--- src/rtl/shift_seq_ctrl.sv ---
// Sequencer for the parallel-load / left-shift register: one load, WIDTH shifts, one done pulse per word.
// Optional build macro SHIFT_SEQ_CTRL_PAUSE_EN adds a pause input that freezes the SHIFT phase.
module shift_seq_ctrl #(
   parameter int WIDTH = 4,
   parameter int CNT_W = 3
) (
   input  logic             CLK,
   input  logic             reset_n,
   input  logic             in_valid,
   output logic             in_ready,
   input  logic [WIDTH-1:0] in_data,
   input  logic             fill,
`ifdef SHIFT_SEQ_CTRL_PAUSE_EN
   input  logic             pause,
`endif
   output logic [WIDTH-1:0] I,
   output logic             load,
   output logic             shift,
   output logic             serial_in,
   output logic             busy,
   output logic             done,
   output logic [CNT_W-1:0] shift_cnt
);

   typedef enum logic [1:0] {
      ST_IDLE,
      ST_LOAD,
      ST_SHIFT,
      ST_DONE
   } state_t;

   localparam logic [CNT_W-1:0] LAST_CNT = CNT_W'(WIDTH - 1);

   state_t           state_reg, state_next;
   logic [WIDTH-1:0] word_reg, word_next;
   logic [CNT_W-1:0] cnt_reg, cnt_next;
   logic             hold;

`ifdef SHIFT_SEQ_CTRL_PAUSE_EN
   assign hold = pause;
`else
   assign hold = 1'b0;
`endif

   always_ff @(posedge CLK) begin
      if (!reset_n) begin
         state_reg <= ST_IDLE;
         word_reg  <= '0;
         cnt_reg   <= '0;
      end else begin
         state_reg <= state_next;
         word_reg  <= word_next;
         cnt_reg   <= cnt_next;
      end
   end

   always_comb begin
      state_next = state_reg;
      word_next  = word_reg;
      cnt_next   = cnt_reg;
      in_ready   = 1'b0;
      load       = 1'b0;
      shift      = 1'b0;
      serial_in  = 1'b0;
      busy       = 1'b0;
      done       = 1'b0;
      case (state_reg)
         ST_IDLE: begin
            in_ready = 1'b1;
            if (in_valid) begin
               word_next  = in_data;
               state_next = ST_LOAD;
            end
         end
         ST_LOAD: begin
            load       = 1'b1;
            busy       = 1'b1;
            cnt_next   = '0;
            state_next = ST_SHIFT;
         end
         ST_SHIFT: begin
            busy = 1'b1;
            // A paused cycle neither shifts nor counts; the word resumes where it stopped.
            if (!hold) begin
               shift     = 1'b1;
               serial_in = fill;
               cnt_next  = cnt_reg + 1'b1;
               if (cnt_reg == LAST_CNT) begin
                  state_next = ST_DONE;
               end
            end
         end
         ST_DONE: begin
            busy       = 1'b1;
            done       = 1'b1;
            state_next = ST_IDLE;
         end
         default: state_next = ST_IDLE;
      endcase
   end

   assign I         = word_reg;
   assign shift_cnt = cnt_reg;

endmodule

--- config.mk ---
export PLATFORM = sky130hd
export DESIGN_NAME = shift_seq_ctrl
export DESIGN_NICKNAME = d
export VERILOG_FILES = /design/src/rtl/shift_seq_ctrl.sv
export SDC_FILE = /design/constraint.sdc
export NUM_CORES = 1
export LEC_CHECK = 0
export BUFFER_PORTS_ARGS = -buffer_cell sky130_fd_sc_hd__buf_4
export CAP_MARGIN = 0
export CELL_PAD_IN_SITES_DETAIL_PLACEMENT = 1
export CELL_PAD_IN_SITES_GLOBAL_PLACEMENT = 1
export CORE_UTILIZATION = 33
export DETAILED_ROUTE_END_ITERATION = 12
export MAX_ROUTING_LAYER = met4
export PLACE_DENSITY_LB_ADDON = 0.1
export SYNTH_ARGS = -nofsm -noshare
export SYNTH_HDL_FRONTEND = slang
export SYNTH_SLANG_ARGS = --single-unit
--- constraint.sdc ---
create_clock -name CLK -period 3.7 [get_ports CLK]
set_input_delay 0.74 -clock CLK [delete_from_list [all_inputs] [get_ports CLK]]
set_output_delay 0.74 -clock CLK [all_outputs]
set_load 0.01 [all_outputs]
=== Word-level counts from Yosys, hierarchy flattened ===
Cells that the tools add are included.

* $add $sub $neg: 1
* Eq/ne operators: 6
* Muxes and demuxes: 10
* Reduce and logical (&&, ||, !) cells: 5

{| class="wikitable"
|+ Operator list
! kind !! count
|-
| one-hot mux 2 bit (4 select lines) || 1
|-
| 2-to-1 mux 1 bit || 6
|-
| one-hot mux 3 bit (2 select lines) || 1
|-
| == test 2 bit (second input constant) || 2
|-
| 2-to-1 mux 2 bit || 2
|-
| inequality test 2 bit (second input constant) || 2
|-
| AND reduction 2 bit || 2
|-
| adder 3 x 1 -> 3 bit (second input constant) || 1
|-
| == test 3 x 2 -> 1 bit (second input constant) || 1
|-
| OR reduction 3 bit || 1
|-
| == test 2 x 1 -> 1 bit (second input constant) || 1
|-
| logical NOT 2 bit || 1
|-
| nonzero test 2 bit || 1
|}

* Flip-flop bits (word level): 9

=== Longest topological paths before layout ===
Gate-level depths: netlist of run 1.

* Depth in word-level cells: 3
* Mapped depth: 5
* Gate-level depth less buffers: 5

=== Least setup slack after synthesis of run 1 ===
Ideal clock, no wire load.

* Kind: register to output
* From: reg state_reg[0]
* To: out serial_in
* Data arrival time: 0.921 ns
* Data required time: 2.960 ns
* Path slack: 2.039 ns
* Cell stages (with the launch flop): 4
* Path buffers: 0
* Cells stage by stage: dfxtp_1 > inv_1 > ha_1 > and2_1

* Longest elaborated chain between the ends: 2

{| class="wikitable"
|+ Ends and longest elaborated chain
! item !! RTL line !! RTL
|-
| start, declared || 34 || <nowiki>state_t state_reg, state_next;</nowiki>
|-
| start signal, assigned || 51 || <nowiki>state_reg <= state_next;</nowiki>
|-
| == test 2 bit || 67 || <nowiki>case (state_reg)</nowiki>
|-
| 2-to-1 mux 1 bit || 67 ||
|-
| end, declared || 19 || <nowiki>output logic serial_in,</nowiki>
|}

Every way passes these cells.

=== Final worst setup path of run 1 ===
Same ends and word-level chain as after synthesis.

==> metrics.md, run 1 <==
| Metric | Value |
|---|---|
| Achievable Freq | 0.4877 GHz |
| Syn nets | 67 |
| Clk buf depth | 2 |
| Max-cap viol count | 0 |
| Power Density | 574.3 nW/um^2 |
| Pre-CTS setup slack | 1.836 ns |
| Number of global-route vias before repair | 386 |
| Worst min-delay path category | flop to flop |
| Final setup viols | 0 |
| CTS H-Tree Depth | 1 |
| Hold path start | I[1]$_SDFFE_PN0P_ |
| Clk sinks | 9 |
| Chip height | around 40 um |
| Clk root buf | clkbuf_4 |
| Die Width | 39.86 um |
| Ratio of cells with drive above 1 in the final layout | about a third |
| Sequential fraction of the synthesis area | 38.10% |
| Initial Util | 35.90% |
| WS Path Type | flop to output port |
| GRT overflow | 0 |
| Hold Fails Final Rpt | 0 |
| Routability cong. | 0.5863 |
| Post-synthesis cell area | 473.0 um^2 |
| Antenna viol nets, final | 0 |
| Data required, critical path | 2.96 ns |
| Hold_buf cts | 0 |
| Max FFs per register | 4 |
| CP arrival | between 1 and 1.5 ns |
| Final worst path period share | 55.42% |
| Synth warnings | 0 |
| Core area | 1318 um^2 |
| Final setup TNS | 0 ns |
| Fin crit period | 2.050 ns |
| Antenna violations before repair | 0 |
| Setup Buffers After CTS | 0 |
| Top cells by area, synth | dfxtp_1, ha_1, a21boi_1 |
| Synth Area per Inst | about 9.1 um^2 |
| Commonest non-fill, non-tap cell in the layout | buf_4 |
| Worst Skew | 0.01041 ns |
| Nets | 91 |
| Residual DRC | 0 |
| Reg2Reg Capture Point | state_reg[0]$_SDFFE_PN0P_ |
| CP Launch Type | flop |
| Pin slew with the least headroom to its limit | approximately 0.24 ns |
| Row cnt | 13 |
| Reg2Reg Setup Slack | 2.29 ns |
| Vias per std cell | 4.589 |
| Gr usage total | 15.59% |
| Peak supply drop | 0.3372 mV |
| Die ar. | 1588 um^2 |
| Slew HR | 83.80% |
| Crit path max fanout | 7 |
| Reg clk slew, reported paths | roughly 0.06 ns |
| FF-to-FF Start | state_reg[1]$_SDFFE_PN0P_ |
| Leak pwr | between 0.0003 and 0.0004 uW |
| Setup ws final | ~1.6 ns |
| PnR Total Power | 381.5 uW |
| WL per Instance | 11.23 um |
| Worst Hold Path EP | I[1]$_SDFFE_PN0P_ |
| CTS Buf Count | 3 |
| Final Max Slew Viols | 0 |
| Iter 0 DRT Violations | 1 |
| Critical path endpoint category | output port |
| DR pass1 iterations | 2 |
| Most frequent cells in the layout | buf_4, dfxtp_1, nand2_1 |
| Outcome | completed |
| Global-route wire length before repair | 1538 um |
| Post-synth top area share | about two fifths |
| P&R area growth vs syn | 40.48% |
| DP HPWL | 811.9 um |
| Worst skew pair latency | 0.26 ns |
| I/O pin cnt | 21 |
| # port buffers | 20 |
| Vias | 413 |
| Netlist cell types | 16 |
| RSZ-0062 raised after global routing | no |
| Worst-case reg-to-reg path depth | 5 |
| Seq cells post-synth | 9 |
| Post-synthesis cell count | 52 |
| Ant diodes | 0 |
| Pin count of the biggest net entering global routing | 11 |
| Post_cts resized | 0 |
| Post-Route WL | 1011 um |
| CTS tree | yes |
| Synth area leader | dfxtp_1 |
| Hold Path Depth | 2 |
cell type report:
cell class,count,area (um^2)
repair buffers,20,150.1
well taps,15,18.77
fillers,165,653.1
inverters,5,18.77
flip-flops and latches,9,180.2
clock buffers,4,26.28
multi-input cells,37,270.3
cells by family (layout without fill, tap and decap cells):
| kind of cell | count (synthesis) | in the layout | synth area share [%] |
|---|---|---|---|
| DFF | 9 | 9 | 38.09 |
| buffers and inverters | 6 | 29 | 4.762 |
| and+or+nand+nor | 19 | 19 | 20.37 |
| AOI/OAI and AO/OA | 10 | 10 | 16.14 |
| muxes | 1 | 1 | 2.116 |
| adders and majority gates | 7 | 7 | 18.52 |
metal layers:
metal	vias up	global-route usage [%]	share of wire, %
met5	-	-	0
met4	0	7.759	0
met3	0	5.114	4.4
met2	9	24.59	51
met1	187	17.45	44
li1	217	-	-
critical path, stage by stage (launching register included):
cell and delay [ns]:
dfxtp_1 0.37, inv_1 0.09, ha_1 0.29, and2_1 0.17
buf_4 0.13
through the flow:
stage	utilization [%]	instance area, um^2	instances	hold WS [ns]
2_1_floorplan	-	473.0	52	0.4677
3_3_place_gp	48.43	638.1	86	0.4455
3_5_place_dp	48.43	638.1	86	0.4520
4_1_cts	50.43	664.4	90	0.4610
5_1_grt	50.43	664.4	90	0.4834
6_report	50.43	664.4	90	0.4572
synthesized netlist by cell type (all sizes together):
| cell type | instances |
|---|---|
| and2 | 2 |
| nand2 | 8 |
| dfxtp | 9 |
| o31a | 1 |
| nand2b | 2 |
| o22ai | 1 |
| nand3b | 1 |
| ha | 7 |
| mux2i | 1 |
| o21a | 1 |
| nand3 | 5 |
| nor2b | 1 |
| a21oi | 1 |
| inv | 5 |
| clkbuf | 1 |
| a21boi | 6 |
worst max path at each step:
stage / depth (start not counted) / to / start
4_1_cts: 4 / serial_in / state_reg[0]$_SDFFE_PN0P_
3_5_place_dp: 3 / serial_in / fill
6_report: 4 / serial_in / state_reg[0]$_SDFFE_PN0P_
2_1_floorplan: 3 / serial_in / state_reg[0]$_SDFFE_PN0P_
5_1_grt: 4 / serial_in / state_reg[0]$_SDFFE_PN0P_
3_3_place_gp: 3 / serial_in / fill
report_power, final:
group	internal [uW]	leakage, uW	switching [uW]	total [uW]
clock network	41.6	0.0000150	37.7	79.3
registers	115	0.0000736	13.3	128
logic	85.9	0.000227	88.5	174
total	242	0.000315	139	382
No activity file was read; power rests on OpenSTA's default activity.
==> run 2, diff against run 1 <==
- CORE_UTILIZATION: 33 -> 31
- clock period: 3.7 -> 1.95 ns (I/O delays scaled with it)
==> run 2 against run 1 <==
Global-route usage shrank 1.2 points. Utilization shrank 1.8 points. Critical endpoint unchanged. Combinational power grew 89%. Setup slack lost 1.4 ns. Clock skew shrank 0.0089 ns. Sequential cell count is the same. Critical path depth is the same. Worst hold slack lost 0.070 ns. Wire length shrank 1.7%. Largest power group unchanged. First-iteration DRC count is the same. Final cell count is the same.
==> metrics.md, run 2 (synthesized netlist as in run 1, its figures left out) <==
| Metric | Value |
|---|---|
| Sequential cell area | 180.2 um^2 (unchanged) |
| Global-route wire length before repair | 1462 um (was 1538 um) |
| Max layer used | met3 (unchanged) |
| Residual DRC | 0 (unchanged) |
| Die ar. | 1686 um^2 (was 1588 um^2) |
| Number of global-route vias before repair | 336 (was 386) |
| PnR Total Power | 717.4 uW (was 381.5 uW) |
| Commonest non-fill, non-tap cell in the layout | buf_4 (unchanged) |
| Post_cts resized | 0 (unchanged) |
| Gr usage total | 14.38% (was 15.59%) |
| Chip height | 41.06 um (was 39.86 um) |
| P&R area growth vs syn | 40.48% (unchanged) |
| Slew HR | 83.74% (was 83.80%) |
| Power Density | 1080 nW/um^2 (was 574.3 nW/um^2) |
| RSZ-0062 raised after global routing | no (unchanged) |
| Ratio of cells with drive above 1 in the final layout | 33.33% (unchanged) |
| CP Launch Type | flop (unchanged) |
| Reg2Reg Capture Point | state_reg[0]$_SDFFE_PN0P_ (unchanged) |
| Data required, critical path | 1.56 ns (was 2.96 ns) |
| Nets | 91 (unchanged) |
| Final worst path period share | between 80% and 90% |
| Pin count of the biggest net entering global routing | 11 (unchanged) |
| Routability cong. | 0.6276 (was 0.5863) |
| Vias per std cell | 4.689 (was 4.589) |
| Most frequent cells in the layout | buf_4, dfxtp_1, nand2_1 (unchanged) |
| Design area | 664.4 um^2 (unchanged) |
| WS Path Type | flop to output port (unchanged) |
| Final setup viols | 0 (unchanged) |
| Critical-path cell list | inv_1, ha_1, and2_1, buf_4 (unchanged) |
| Worst Setup SP | state_reg[0]$_SDFFE_PN0P_ (unchanged) |
| Post-Route M1 WL | 478 um (was 449 um) |
| Worst-case reg-to-reg path depth | 5 (unchanged) |
| Highest cell delay on the worst timing path | 0.38 ns (was 0.37 ns) |
| DP HPWL | 777.3 um (was 811.9 um) |
| Number of fillers in the final layout | 179 (was 165) |
| CTS H-Tree Depth | 1 (unchanged) |
| Core area | 1366 um^2 (was 1318 um^2) |
| Iter 0 DRT Violations | 1 (unchanged) |
| GRT overflow | 0 (unchanged) |
| Clk buf depth | 2 (unchanged) |
| Setup Buffers After CTS | 0 (unchanged) |
| Vias | 422 (was 413) |
| WL per Instance | 11.04 um (was 11.23 um) |
| Initial Util | 34.62% (was 35.90%) |
| Clk sinks | 9 (unchanged) |
| Antenna viol nets, final | 0 (unchanged) |
| Crit path max fanout | 7 (unchanged) |
| CTS tree | yes (unchanged) |
| Met3 wire len | 52 um (was 44 um) |
| Row cnt | 13 (unchanged) |
| Reg clk slew, reported paths | 0.06 ns (about the same) |
| # port buffers | 20 (unchanged) |
| Reg2Reg Setup Slack | 0.55 ns (was 2.29 ns) |
| Clk root buf | clkbuf_4 (unchanged) |
| Post-Route WL | 994 um (was 1011 um) |
| Ant diodes | 0 (unchanged) |
| Hold_buf cts | 0 (unchanged) |
| Hold Fails Final Rpt | 0 (unchanged) |
| Critical path endpoint category | output port (unchanged) |
| Final Non-Filler Cells | 90 (unchanged) |
| Outcome | completed (unchanged) |
| Area of the multi-input gates | 270.3 um^2 (unchanged) |
| Placed Area | 638.1 um^2 (unchanged) |
| CP arrival | 1.32 ns (was 1.31 ns) |
| Final Max Slew Viols | 0 (unchanged) |
| Peak supply drop | 0.5241 mV (was 0.3372 mV) |
| DR pass1 iterations | 2 (unchanged) |
| Post-layout util | 48.63% (was 50.43%) |
| Worst min-delay path category | input pin to flop (was flop to flop) |
| Max FFs per register | 4 (unchanged) |
| CTS Buf Count | 3 (unchanged) |
| Hold Path Depth | 3 (was 2) |
| Worst skew pair latency | 0.26 ns (about the same) |
| FF-to-FF Start | state_reg[0]$_SDFFE_PN0P_ (was state_reg[1]$_SDFFE_PN0P_) |
| Pin slew with the least headroom to its limit | 0.2439 ns (was 0.2430 ns) |
| Final setup TNS | 0 ns (unchanged) |
| Fin crit period | 1.709 ns |
| Die Width | 41.06 um (was 39.86 um) |
| Worst Skew | 0.001548 ns (was 0.01041 ns) |
| Max-cap viol count | 0 (unchanged) |
| Placed Cells | 86 (unchanged) |
| Critical path's slowest cell | dfxtp_1 (unchanged) |
| Met2 wire len | 463 um (was 516 um) |
| Worst setup path endpoint | serial_in (unchanged) |
| I/O pin cnt | 21 (unchanged) |
| Leak pwr | 0.0003152 uW (unchanged) |
| Antenna violations before repair | 0 (unchanged) |
| Achievable Freq | 0.5853 GHz |
==> run 2: worst max-delay path: cells and delay by family, from the launching register on <==
| family | cells | cell delay [ns] |
|---|---|---|
| flops | 1 | 0.38 |
| fa+ha+maj | 1 | 0.28 |
| buf+inv | 2 | 0.23 |
| simple gates | 1 | 0.17 |
==> run 2: worst min path at each step <==
| stage | startpoint | endpoint | slack (ns) |
|---|---|---|---|
| after floorplan | state_reg[1]$_SDFFE_PN0P_ | state_reg[1]$_SDFFE_PN0P_ | 0.47 |
| after global placement | I[2]$_SDFFE_PN0P_ | I[2]$_SDFFE_PN0P_ | 0.44 |
| after detailed placement | I[0]$_SDFFE_PN0P_ | I[0]$_SDFFE_PN0P_ | 0.45 |
| after CTS | in_data[0] | I[0]$_SDFFE_PN0P_ | 0.38 |
| after global routing | in_data[0] | I[0]$_SDFFE_PN0P_ | 0.39 |
| final | in_data[0] | I[0]$_SDFFE_PN0P_ | 0.39 |
==> run 2: final cells by class <==
| class | count | area share [%] |
|---|---|---|
| multi-input combinational | 37 | 40.68 |
| inverter | 5 | 2.825 |
| clock buffer | 4 | 3.955 |
| timing repair buffer | 20 | 22.60 |
| tap | 15 | 2.825 |
| sequential | 9 | 27.12 |
==> run 2: where the power goes <==
group          switching (uW)  internal (uW)
clock                    66.1           78.9
combinational             166            163
sequential               26.4            217
total                     258            459
==> run 2: routing by layer <==
metal | vias up | global-route usage [%]
li1 | 221 | -
met1 | 190 | 18.12
met2 | 11 | 18.75
met3 | 0 | 6.522
met4 | 0 | 7.500
met5 | - | -
==> run 2: through the flow <==
stage | hold WS (ns) | worst slack [ns]
2_1_floorplan | 0.4677 | 0.6203
3_3_place_gp | 0.4435 | 0.5379
3_5_place_dp | 0.4522 | 0.5064
4_1_cts | 0.3818 | 0.2156
5_1_grt | 0.3851 | 0.1462
6_report | 0.3876 | 0.2415
